[src/rtl/vga_timing_pkg.sv]
// rtl/vga_timing_pkg.sv - 640x480@60 timing constants and vertical phase encoding
// Purpose: shared H/V timing constants, derived totals, window bounds and the
//          vertical-phase state encoding for vga_sync_gen and v_phase_fsm.
// Ports:   none (package).
package vga_timing_pkg;

  localparam int H_ACTIVE     = 640;
  localparam int H_FP         = 16;
  localparam int H_SYNC       = 96;
  localparam int H_BP         = 48;
  localparam int H_TOTAL      = H_ACTIVE + H_FP + H_SYNC + H_BP;

  // Line counts carry a _LINES suffix so they do not collide with the
  // V_FP / V_BP phase names below.
  localparam int V_ACTIVE     = 480;
  localparam int V_FP_LINES   = 10;
  localparam int V_SYNC_LINES = 2;
  localparam int V_BP_LINES   = 33;
  localparam int V_TOTAL      = V_ACTIVE + V_FP_LINES + V_SYNC_LINES + V_BP_LINES;

  // 10-bit window bounds, folded at elaboration time.
  localparam logic [9:0] H_VIS_END    = 10'(H_ACTIVE);
  localparam logic [9:0] H_SYNC_START = 10'(H_ACTIVE + H_FP);
  localparam logic [9:0] H_SYNC_END   = 10'(H_ACTIVE + H_FP + H_SYNC - 1);
  localparam logic [9:0] H_LAST       = 10'(H_TOTAL - 1);

  localparam logic [9:0] V_FP_START   = 10'(V_ACTIVE);
  localparam logic [9:0] V_SYNC_START = 10'(V_ACTIVE + V_FP_LINES);
  localparam logic [9:0] V_BP_START   = 10'(V_ACTIVE + V_FP_LINES + V_SYNC_LINES);
  localparam logic [9:0] V_LAST       = 10'(V_TOTAL - 1);

  localparam logic SYNC_POL_DEFAULT = 1'b0;

  typedef enum logic [1:0] {
    V_ACT = 2'd0,
    V_FP  = 2'd1,
    V_SYN = 2'd2,
    V_BP  = 2'd3
  } v_phase_t;

endpackage

[src/rtl/vga_sync_gen_if.sv]
// rtl/vga_sync_gen_if.sv - horizontal-counter input and sync/pixel output bundle
// Purpose: groups the vertical stage's inputs and outputs.
// Ports:   h_count/trig_v from the horizontal counter (master drives);
//          v_count, hsync, vsync, video_on, pix_x, pix_y, frame_start,
//          sync_err from the vertical stage (slave drives).
interface vga_sync_gen_if;

  logic [9:0] h_count;
  logic       trig_v;
  logic [9:0] v_count;
  logic       hsync;
  logic       vsync;
  logic       video_on;
  logic [9:0] pix_x;
  logic [9:0] pix_y;
  logic       frame_start;
  logic       sync_err;

  modport master (
    output h_count, trig_v,
    input  v_count, hsync, vsync, video_on, pix_x, pix_y, frame_start, sync_err
  );

  modport slave (
    input  h_count, trig_v,
    output v_count, hsync, vsync, video_on, pix_x, pix_y, frame_start, sync_err
  );

endinterface

[src/rtl/vga_sync_gen_v_phase_fsm.sv]
// rtl/vga_sync_gen_v_phase_fsm.sv - vertical line counter and phase FSM
// Purpose: holds the 0..524 line count and the vertical phase; both step only
//          on trig_v. Exposes next-line values so the top can register its
//          outputs aligned with the incoming h_count.
// Ports:   clk, rst_n (async active-low), trig_v in;
//          v_count (registered line), v_next (line after this cycle),
//          active_next / sync_next (phase after this cycle is V_ACT / V_SYN).
module v_phase_fsm
  import vga_timing_pkg::*;
(
  input  logic       clk,
  input  logic       rst_n,
  input  logic       trig_v,
  output logic [9:0] v_count,
  output logic [9:0] v_next,
  output logic       active_next,
  output logic       sync_next
);

  v_phase_t state;
  v_phase_t state_next;

  always_ff @(posedge clk or negedge rst_n) begin
    if (!rst_n) begin
      state   <= V_ACT;
      v_count <= '0;
    end else begin
      state   <= state_next;
      v_count <= v_next;
    end
  end

  // Phase moves only when the new line lands on a region boundary, so the
  // state is always consistent with the line count it accompanies.
  always_comb begin
    v_next     = v_count;
    state_next = state;
    if (trig_v) begin
      v_next = (v_count == V_LAST) ? 10'd0 : v_count + 10'd1;
      case (state)
        V_ACT:   if (v_next == V_FP_START)   state_next = V_FP;
        V_FP:    if (v_next == V_SYNC_START) state_next = V_SYN;
        V_SYN:   if (v_next == V_BP_START)   state_next = V_BP;
        V_BP:    if (v_next == 10'd0)        state_next = V_ACT;
        default:                             state_next = V_ACT;
      endcase
    end
  end

  always_comb begin
    active_next = (state_next == V_ACT);
    sync_next   = (state_next == V_SYN);
  end

endmodule

[src/rtl/vga_sync_gen.sv]
// rtl/vga_sync_gen.sv - vertical stage: line count, sync, video window, pixel coords
// Purpose: consumes h_count/trig_v from the horizontal counter and produces
//          registered hsync/vsync, video_on, pix_x/pix_y, frame_start and a
//          sticky sync_err, all one clock after the h_count they describe.
// Ports:   clk, rst_n (async active-low); bus (slave) carrying h_count,
//          trig_v in and v_count, hsync, vsync, video_on, pix_x, pix_y,
//          frame_start, sync_err out.
module vga_sync_gen
  import vga_timing_pkg::*;
#(
  parameter logic SYNC_POL = SYNC_POL_DEFAULT
) (
  input  logic           clk,
  input  logic           rst_n,
  vga_sync_gen_if.slave  bus
);

  logic [9:0] v_count;
  logic [9:0] v_next;
  logic       active_next;
  logic       sync_next;

  v_phase_fsm u_v_phase_fsm (
    .clk         (clk),
    .rst_n       (rst_n),
    .trig_v      (bus.trig_v),
    .v_count     (v_count),
    .v_next      (v_next),
    .active_next (active_next),
    .sync_next   (sync_next)
  );

  logic h_illegal;
  logic h_in_sync;
  logic von_next;
  logic trig_misaligned;

  // An out-of-range h_count falls outside both the visible and sync windows,
  // so it naturally yields video_on=0 and an inactive hsync.
  always_comb begin
    h_illegal       = (bus.h_count > H_LAST);
    h_in_sync       = (bus.h_count >= H_SYNC_START) && (bus.h_count <= H_SYNC_END);
    von_next        = (bus.h_count < H_VIS_END) && active_next;
    trig_misaligned = bus.trig_v && (bus.h_count != 10'd0);
  end

  logic       hsync_q;
  logic       vsync_q;
  logic       video_on_q;
  logic [9:0] pix_x_q;
  logic [9:0] pix_y_q;
  logic       frame_start_q;
  logic       sync_err_q;

  always_ff @(posedge clk or negedge rst_n) begin
    if (!rst_n) begin
      hsync_q       <= ~SYNC_POL;
      vsync_q       <= ~SYNC_POL;
      video_on_q    <= 1'b0;
      pix_x_q       <= '0;
      pix_y_q       <= '0;
      frame_start_q <= 1'b0;
      sync_err_q    <= 1'b0;
    end else begin
      hsync_q       <= h_in_sync ? SYNC_POL : ~SYNC_POL;
      vsync_q       <= sync_next ? SYNC_POL : ~SYNC_POL;
      video_on_q    <= von_next;
      pix_x_q       <= von_next ? bus.h_count : 10'd0;
      pix_y_q       <= von_next ? v_next : 10'd0;
      frame_start_q <= bus.trig_v && (v_count == V_LAST);
      sync_err_q    <= sync_err_q | h_illegal | trig_misaligned;
    end
  end

  assign bus.v_count     = v_count;
  assign bus.hsync       = hsync_q;
  assign bus.vsync       = vsync_q;
  assign bus.video_on    = video_on_q;
  assign bus.pix_x       = pix_x_q;
  assign bus.pix_y       = pix_y_q;
  assign bus.frame_start = frame_start_q;
  assign bus.sync_err    = sync_err_q;

endmodule

[src/flat_wrapper.sv]
// flat-port wrapper written by rule: the top's interface ports become plain ports
module vga_sync_gen_flat import vga_timing_pkg::*;
#(
  parameter logic SYNC_POL = SYNC_POL_DEFAULT
)
  (clk, rst_n, bus_h_count, bus_trig_v, bus_v_count, bus_hsync, bus_vsync, bus_video_on, bus_pix_x, bus_pix_y, bus_frame_start, bus_sync_err);
  vga_sync_gen_if bus_i ();
  input  logic clk;
  input  logic rst_n;
  input wire logic [$bits(bus_i.h_count)-1:0] bus_h_count;
  input wire logic [$bits(bus_i.trig_v)-1:0] bus_trig_v;
  output wire logic [$bits(bus_i.v_count)-1:0] bus_v_count;
  output wire logic [$bits(bus_i.hsync)-1:0] bus_hsync;
  output wire logic [$bits(bus_i.vsync)-1:0] bus_vsync;
  output wire logic [$bits(bus_i.video_on)-1:0] bus_video_on;
  output wire logic [$bits(bus_i.pix_x)-1:0] bus_pix_x;
  output wire logic [$bits(bus_i.pix_y)-1:0] bus_pix_y;
  output wire logic [$bits(bus_i.frame_start)-1:0] bus_frame_start;
  output wire logic [$bits(bus_i.sync_err)-1:0] bus_sync_err;
  assign bus_i.h_count = bus_h_count;
  assign bus_i.trig_v = bus_trig_v;
  assign bus_v_count = bus_i.v_count;
  assign bus_hsync = bus_i.hsync;
  assign bus_vsync = bus_i.vsync;
  assign bus_video_on = bus_i.video_on;
  assign bus_pix_x = bus_i.pix_x;
  assign bus_pix_y = bus_i.pix_y;
  assign bus_frame_start = bus_i.frame_start;
  assign bus_sync_err = bus_i.sync_err;
  vga_sync_gen #(.SYNC_POL(SYNC_POL)) u_core (.clk(clk), .rst_n(rst_n), .bus(bus_i));
endmodule
[config.mk]
export PLATFORM = sky130hd
export DESIGN_NAME = vga_sync_gen_flat
export DESIGN_NICKNAME = d
export VERILOG_FILES = /design/src/rtl/vga_timing_pkg.sv /design/src/rtl/vga_sync_gen_if.sv /design/src/rtl/vga_sync_gen_v_phase_fsm.sv /design/src/rtl/vga_sync_gen.sv /design/src/flat_wrapper.sv
export SDC_FILE = /design/constraint.sdc
export NUM_CORES = 1
export LEC_CHECK = 0
export CORE_ASPECT_RATIO = 0.9
export CORE_MARGIN = 2
export CORE_UTILIZATION = 35
export CTS_CLUSTER_SIZE = 20
export DETAILED_ROUTE_END_ITERATION = 12
export SETUP_SLACK_MARGIN = 0.3
export SYNTH_ARGS = -nofsm -noshare
export SYNTH_HDL_FRONTEND = slang
export SYNTH_HIERARCHICAL = 1
export SYNTH_SLANG_ARGS = --single-unit
[constraint.sdc]
create_clock -name clk -period 3.3 [get_ports clk]
set_input_delay 0.825 -clock clk [delete_from_list [all_inputs] [get_ports clk]]
set_output_delay 0.825 -clock clk [all_outputs]
set_load 0.01 [all_outputs]
==> results.md, run 1 <==
- Antenna violations before repair: 0
- Pre-CTS setup slack: 635 ps
- Syn_nets: 198
- Final wirelength: 4490 µm
- Top cell by count, worst path: and3_1
- Die Ht: 73.5 µm
- Critical Path RT: 3520 ps
- WL/cell: 15.2 µm
- Final-report max-slew violation count: 0
- CP max-delay cell: dfrtp_1
- Final setup fails: 0
- Vias in the first global route: 1459
- Setup Buffers After CTS: 0
- Clock Root Buffer: clkbuf_8
- CP Max Fanout: 21
- Final worst slack: 610 ps
- Pwr/cell area: 562 nW/µm²
- Period utilization: 81.5%
- I/O Pins: 48
- F_max: 0.372 GHz
- CP startpoint kind: register
- Primary FF master, synth: dfrtp_1
- Leakage: 0.00112 µW
- Commonest cells after routing, fill and taps aside: clkdlybuf4s50_1 (46), dfrtp_1 (35), and3_1 (24)
- Final ANT Viol Nets: 0
- Commonest non-fill, non-tap cell in the layout: clkdlybuf4s50_1
- Total grt overflow: 0
- Vias per inst: 5.33
- Initial DRC count: 90
- Avg Inst Size Synth: 10.3 µm²
- First-pass GRT wire length: 7140 µm
- Crit Path Class: register to register
- Initial Utilization: 35.9%
- Flops & latches, synth: 37
- Synth Instances: 183
- Final hold violation count: 0
- IO Port Bufs: 47
- Status: finished clean
- Fin Clk Skew: 6.07 ps
- Core Area: 5220 µm²
- CTS Hold Buffers Added: 0
- CTS clk-pin slew, worst paths: 70 ps
- Largest stage delay, worst path: 600 ps
- H-tree levels: 2
- Vias: 1577
- Footprint of the multi-input gates: 856 µm²
- Crit-path cells: ha_1 > and3_1 > xnor2_1 > o41ai_1 > nand2_1 > nor2_2 > mux2_4 > and3_1
- Worst slew pin tran: 783 ps
- Die ar.: 5970 µm²
- Sequential area share after synthesis: 49.5%
- Rel. slew slack: 47.8%
- EDFF count, synth: 0
- Num CTS Buffers: 5
- CTS resizes: 0
- Synth area leaders: dfrtp_1 (47%), and3_1 (8.0%), dfstp_2 (2.8%)
- Antenna Cells: 0
- Clock latency on the worst-skew pair: 280 ps
- NumNets Final: 243
- Synth warnings: 6
- RSZ-0062 raised after global routing: no
- Final worst path period need: 2690 ps
- Hold crit path type: register to register
- Max Root-Sink Buffers: 2
- GR Util All Layers: 15.6%
- Synth cell types: 48
- FP Rows: 25
- CTS tree: done
- Layout cell share with drive strength beyond 1: 10.0%
- Drt first pass iters: 6
- Post-synth top area cell: dfrtp_1
- Gp weighted congestion: 0.835
- Worst EP arrival: 2910 ps
- Register area: 928 µm²
- Area share of the largest cell type after synthesis: 46.7%
- Critical path's top delay family: simple AND/OR/NAND/NOR gates
- Fin Setup TNS: 0 ps
- Die X: 81.2 µm
- Async set or reset register ratio after synthesis: 100%
- CP bufs+invs: 0
- Syn Std Cell Area: 1880 µm²
- Max rail drop VDD: 259 µV
- Critical path endpoint category: register
- Fillers: 499
- Clock Sinks: 37
- Max-Cap Viols: 0
- Largest net degree at the start of global routing: 38
- DP HPWL: 3100 µm
- DRC: 0
- Layout area overhead: 33.1%
==> metrics by stage <==
| stage | total power (µW) | utilization, % | area (µm²) | std cells | hold slack (ps) |
|---|---|---|---|---|---|
| floorplan | 856 | - | 1880 | 183 | 505 |
| global placement | 1010 | 45.6 | 2380 | 288 | 473 |
| detailed placement | 1010 | 45.6 | 2380 | 288 | 460 |
| CTS | 1410 | 47.8 | 2500 | 296 | 491 |
| global route | 1490 | 47.8 | 2500 | 296 | 519 |
| finish | 1400 | 47.8 | 2500 | 296 | 491 |
==> cells by family after synthesis <==
kind of cell             count (synthesis)  share of synthesized area (%)
AO/OA/AOI/OAI                           31                           11.9
XOR/XNOR                                 8                           3.73
adder cells (fa/ha/maj)                  2                           1.33
buffers and inverters                   19                           4.93
flip-flops                              37                           49.5
multiplexers                             2                           1.33
AND/OR/NAND/NOR                         84                           27.3
==> flip-flops by register name, indices dropped and copies added, names as in the netlist <==
| name | cells |
|---|---|
| u_core/bus.video_on | 1 |
| u_core/bus.hsync | 1 |
| u_core/u_v_phase_fsm/v_count | 10 |
| u_core/bus.vsync | 1 |
| u_core/bus.sync_err | 1 |
| u_core/u_v_phase_fsm/state | 2 |
| u_core/bus.pix_y | 10 |
| u_core/bus.pix_x | 10 |
| u_core/bus.frame_start | 1 |
==> worst reg2reg max path: stages (launching register included) <==
cell,delay (ps)
dfrtp_1,600
ha_1,540
and3_1,310
xnor2_1,100
o41ai_1,370
nand2_1,110
nor2_2,130
mux2_4,280
and3_1,190
==> area by class of cell <==
| type | instances | area share [%] |
|---|---|---|
| repair buffers | 50 | 19.5 |
| clock inverters | 1 | 1.20 |
| inverters | 7 | 1.05 |
| multi-input cells | 127 | 34.3 |
| well taps | 67 | 3.36 |
| clock buffers | 7 | 3.46 |
| flip-flops and latches | 37 | 37.2 |
==> power by group <==
part | internal [µW] | switching, µW | total (µW) | leakage (µW)
sequential | 490 | 124 | 613 | 0.000484
clock | 246 | 147 | 394 | 0.0000585
combinational | 194 | 203 | 397 | 0.000576
==> worst paths after layout <==
check | slack (ps) | depth (start not counted) | to | from
min reg2reg | 490 | 1 | u_core/bus.sync_err$_DFF_PN0_ | u_core/bus.sync_err$_DFF_PN0_
max reg2reg | 610 | 8 | u_core/bus.pix_x[9]$_DFF_PN0_ | u_core/u_v_phase_fsm/v_count[1]$_DFF_PN0_
min in group asynchronous | 620 | 1 | u_core/bus.video_on$_DFF_PN0_ | rst_n
max in group asynchronous | 2180 | 1 | u_core/u_v_phase_fsm/v_count[5]$_DFF_PN0_ | rst_n
max | 610 | 8 | u_core/bus.pix_x[9]$_DFF_PN0_ | u_core/u_v_phase_fsm/v_count[1]$_DFF_PN0_
min | 490 | 1 | u_core/bus.sync_err$_DFF_PN0_ | u_core/bus.sync_err$_DFF_PN0_
==> metal layers <==
layer	track usage [%]	vias to the layer above	wire length [µm]
met5	0	-	0
met4	3.01	0	8
met3	3.93	2	295
met2	24.6	57	2140
met1	21.8	755	2050
li1	-	763	-
==> synthesized netlist by cell type, types with 2 or more instances <==
cell type	count
a21oi_1	4
a31oi_1	2
and2_1	2
and3_1	24
and4_1	3
buf_2	2
buf_4	5
clkbuf_1	5
dfrtp_1	35
dfstp_2	2
ha_1	2
inv_1	7
nand2_1	14
nand3_1	9
nand4_1	4
nand4_2	2
nor2_1	5
nor2b_1	2
nor3_1	7
nor4_1	3
nor4b_2	2
o21ai_0	9
o31a_1	2
xnor2_1	6
xor2_1	2
(Power assumes the default switching activity.)
==> run 2: changes to the inputs <==
Clock period 3.3 ns to 2.2 ns, I/O delays scaled along.
==> results.md, run 2 (synthesized netlist as in run 1, its figures left out) <==
- CP Max Fanout: 7 (-67%)
- Num CTS Buffers: 5 (unchanged)
- CP bufs+invs: 1 (+1)
- Max-Cap Viols: 0 (unchanged)
- Pwr/cell area: 812 nW/µm² (+45%)
- Drt first pass iters: 4 (-2)
- Die ar.: 5970 µm² (unchanged)
- Layout cell share with drive strength beyond 1: 37.0% (+27 points)
- Period utilization: 99.4% (+18 points)
- Fin Clk Skew: 6.33 ps (+0.267 ps)
- GR Util All Layers: 18.7% (+3.1 points)
- Final worst path period need: 2190 ps (-505 ps)
- DRC: 0 (unchanged)
- Final-report max-slew violation count: 0 (unchanged)
- Initial Utilization: 35.9% (unchanged)
- Clock network power share: 24.8% (-3.2 points)
- Antenna Cells: 0 (unchanged)
- Vias in the first global route: 1718 (+18%)
- WL/cell: 15.7 µm (+3.5%)
- Die X: 81.2 µm (unchanged)
- RSZ-0062 raised after global routing: yes
- Initial DRC count: 75 (-17%)
- Critical Path RT: 2380 ps (-1140 ps)
- Commonest cells after routing, fill and taps aside: buf_4 (39), clkdlybuf4s50_1 (37), dfrtp_1 (28)
- Switching pwr: 837 µW (+77%)
- Final Power: 2450 µW (+75%)
- Inst Count DP: 313 (+8.7%)
- CP max-delay cell: dfrtp_2
- Clock latency on the worst-skew pair: 280 ps (about the same)
- Total grt overflow: 0 (unchanged)
- Antenna violations before repair: 0 (unchanged)
- Max Root-Sink Buffers: 2 (unchanged)
- Largest net degree at the start of global routing: 38 (unchanged)
- Worst EP arrival: 2360 ps (-550 ps)
- Critical path's top delay family: simple AND/OR/NAND/NOR gates
- Core Area: 5220 µm² (unchanged)
- H-tree levels: 2 (unchanged)
- CTS clk-pin slew, worst paths: 70 ps (about the same)
- Placed Instance Area: 2580 µm² (+8.5%)
- Die Ht: 73.5 µm (unchanged)
- Rel. slew slack: 69.3% (+21 points)
- Clock Root Buffer: clkbuf_8
- Crit-path cells: buf_4 > and4_4 > mux2i_1 > a31o_1 > and4_4 > a21oi_4 > mux2_4 > and3_4
- CTS tree: done
- FP Rows: 25 (unchanged)
- Top cell by count, worst path: and4_4
- Final wirelength: 5290 µm (+18%)
- NumNets Final: 284 (+17%)
- Hold crit path type: input pin to async pin
- Largest stage delay, worst path: 460 ps (-140 ps)
- Vias: 1803 (+14%)
- Crit Path Class: register to register
- IO Port Bufs: 47 (unchanged)
- Final ANT Viol Nets: 0 (unchanged)
- Critical path endpoint category: register
- Status: finished clean
- Gp weighted congestion: 0.857 (+2.7%)
- Leakage: 0.00138 µW (+23%)
- CP startpoint kind: register
- Final setup fails: 0 (unchanged)
- DP HPWL: 3410 µm (+10%)
- Commonest non-fill, non-tap cell in the layout: buf_4
- F_max: 0.457 GHz (+23%)
- Max rail drop VDD: 425 µV (+64%)
- Internal Power: 1610 µW (+74%)
- Clock Sinks: 37 (unchanged)
- Fin area: 3020 µm² (+21%)
- Vias per inst: 5.35 (+0.42%)
- Final hold violation count: 0 (unchanged)
- Layout area overhead: 60.7%
- CTS Hold Buffers Added: 0 (unchanged)
- Sequential power share: 34.5% (-9.2 points)
- Core Util, Final: 57.7% (+9.9 points)
- I/O Pins: 48 (unchanged)
- Sw Share: 34.1% (+0.37 points)
- Comb power frac: 40.7% (+12 points)
- Worst slew pin tran: 461 ps (-322 ps)
- First-pass GRT wire length: 8400 µm (+18%)
- Post-route insts no fill: 337 (+14%)
[run 2: cell count changes in the layout (fill, tap and decap cells not counted), moves of 3 or more]
| cell | delta |
|---|---|
| and3_1 | -11 |
| and3_4 | +10 |
| buf_4 | +36 |
| clkdlybuf4s50_1 | -9 |
| dfrtp_1 | -7 |
| dfrtp_2 | +7 |
| dlygate4sd2_1 | +3 |
| dlymetal6s2s_1 | +6 |
| mux2_4 | +3 |
[run 2: layout make-up]
| class | instances | area, µm² |
|---|---|---|
| clock buffers | 6 | 82.6 |
| clock inverters | 2 | 37.5 |
| fillers | 457 | 2210 |
| inverters | 7 | 26.3 |
| multi-input cells | 130 | 1060 |
| flip-flops and latches | 37 | 937 |
| well taps | 67 | 83.8 |
| repair buffers | 88 | 792 |
[run 2: worst paths after layout]
kind,start,end,slack [ps],cells after the start
worst max-delay path,u_core/u_v_phase_fsm/v_count[1]$_DFF_PN0_,u_core/bus.pix_y[0]$_DFF_PN0_,10,8
max in group asynchronous,rst_n,u_core/bus.hsync$_DFF_PN1_,1540,2
worst min-delay path,rst_n,u_core/bus.pix_y[5]$_DFF_PN0_,300,2
worst min register to register,u_core/bus.sync_err$_DFF_PN0_,u_core/bus.sync_err$_DFF_PN0_,490,1
worst max register to register,u_core/u_v_phase_fsm/v_count[1]$_DFF_PN0_,u_core/bus.pix_y[0]$_DFF_PN0_,10,8
min in group clk,u_core/bus.sync_err$_DFF_PN0_,u_core/bus.sync_err$_DFF_PN0_,490,1
[run 2: worst register-to-register path, cell delays in order, from the launching register on]
cell     delay, ps
dfrtp_2        460
buf_4          140
and4_4         230
mux2i_1        200
a31o_1         220
and4_4         250
a21oi_4         80
mux2_4         310
and3_4         180
[run 2: power groups by stage]
stage	combinational (µW)	sequential (µW)	clock, µW
3_3_place_gp	841	846	0
6_report	998	846	607
2_1_floorplan	450	852	0
3_5_place_dp	835	850	0
4_1_cts	974	836	620
5_1_grt	1080	858	660
[run 2: metrics by stage]
stage	TNS (ps)	hold WS [ps]	setup WS, ps
6_report	0	297	14.1
5_1_grt	-726	333	-59.0
4_1_cts	0	314	46.9
3_5_place_dp	-657	457	-42.9
3_3_place_gp	-219	463	-15.4
2_1_floorplan	0	254	43.0
[run 2: metal layers]
layer / track usage [%] / routed length [µm]
met1: 25.1 / 2380
met2: 31.2 / 2570
met3: 3.81 / 297
met4: 4.14 / 48
met5: 0 / 0
[run 2: repair_timing]
item	in CTS	in global routing
cloned	3	0
buffers inserted	11	2
setup endpoints to repair	26	32
gates resized for setup	28	23
pin swaps	5	7
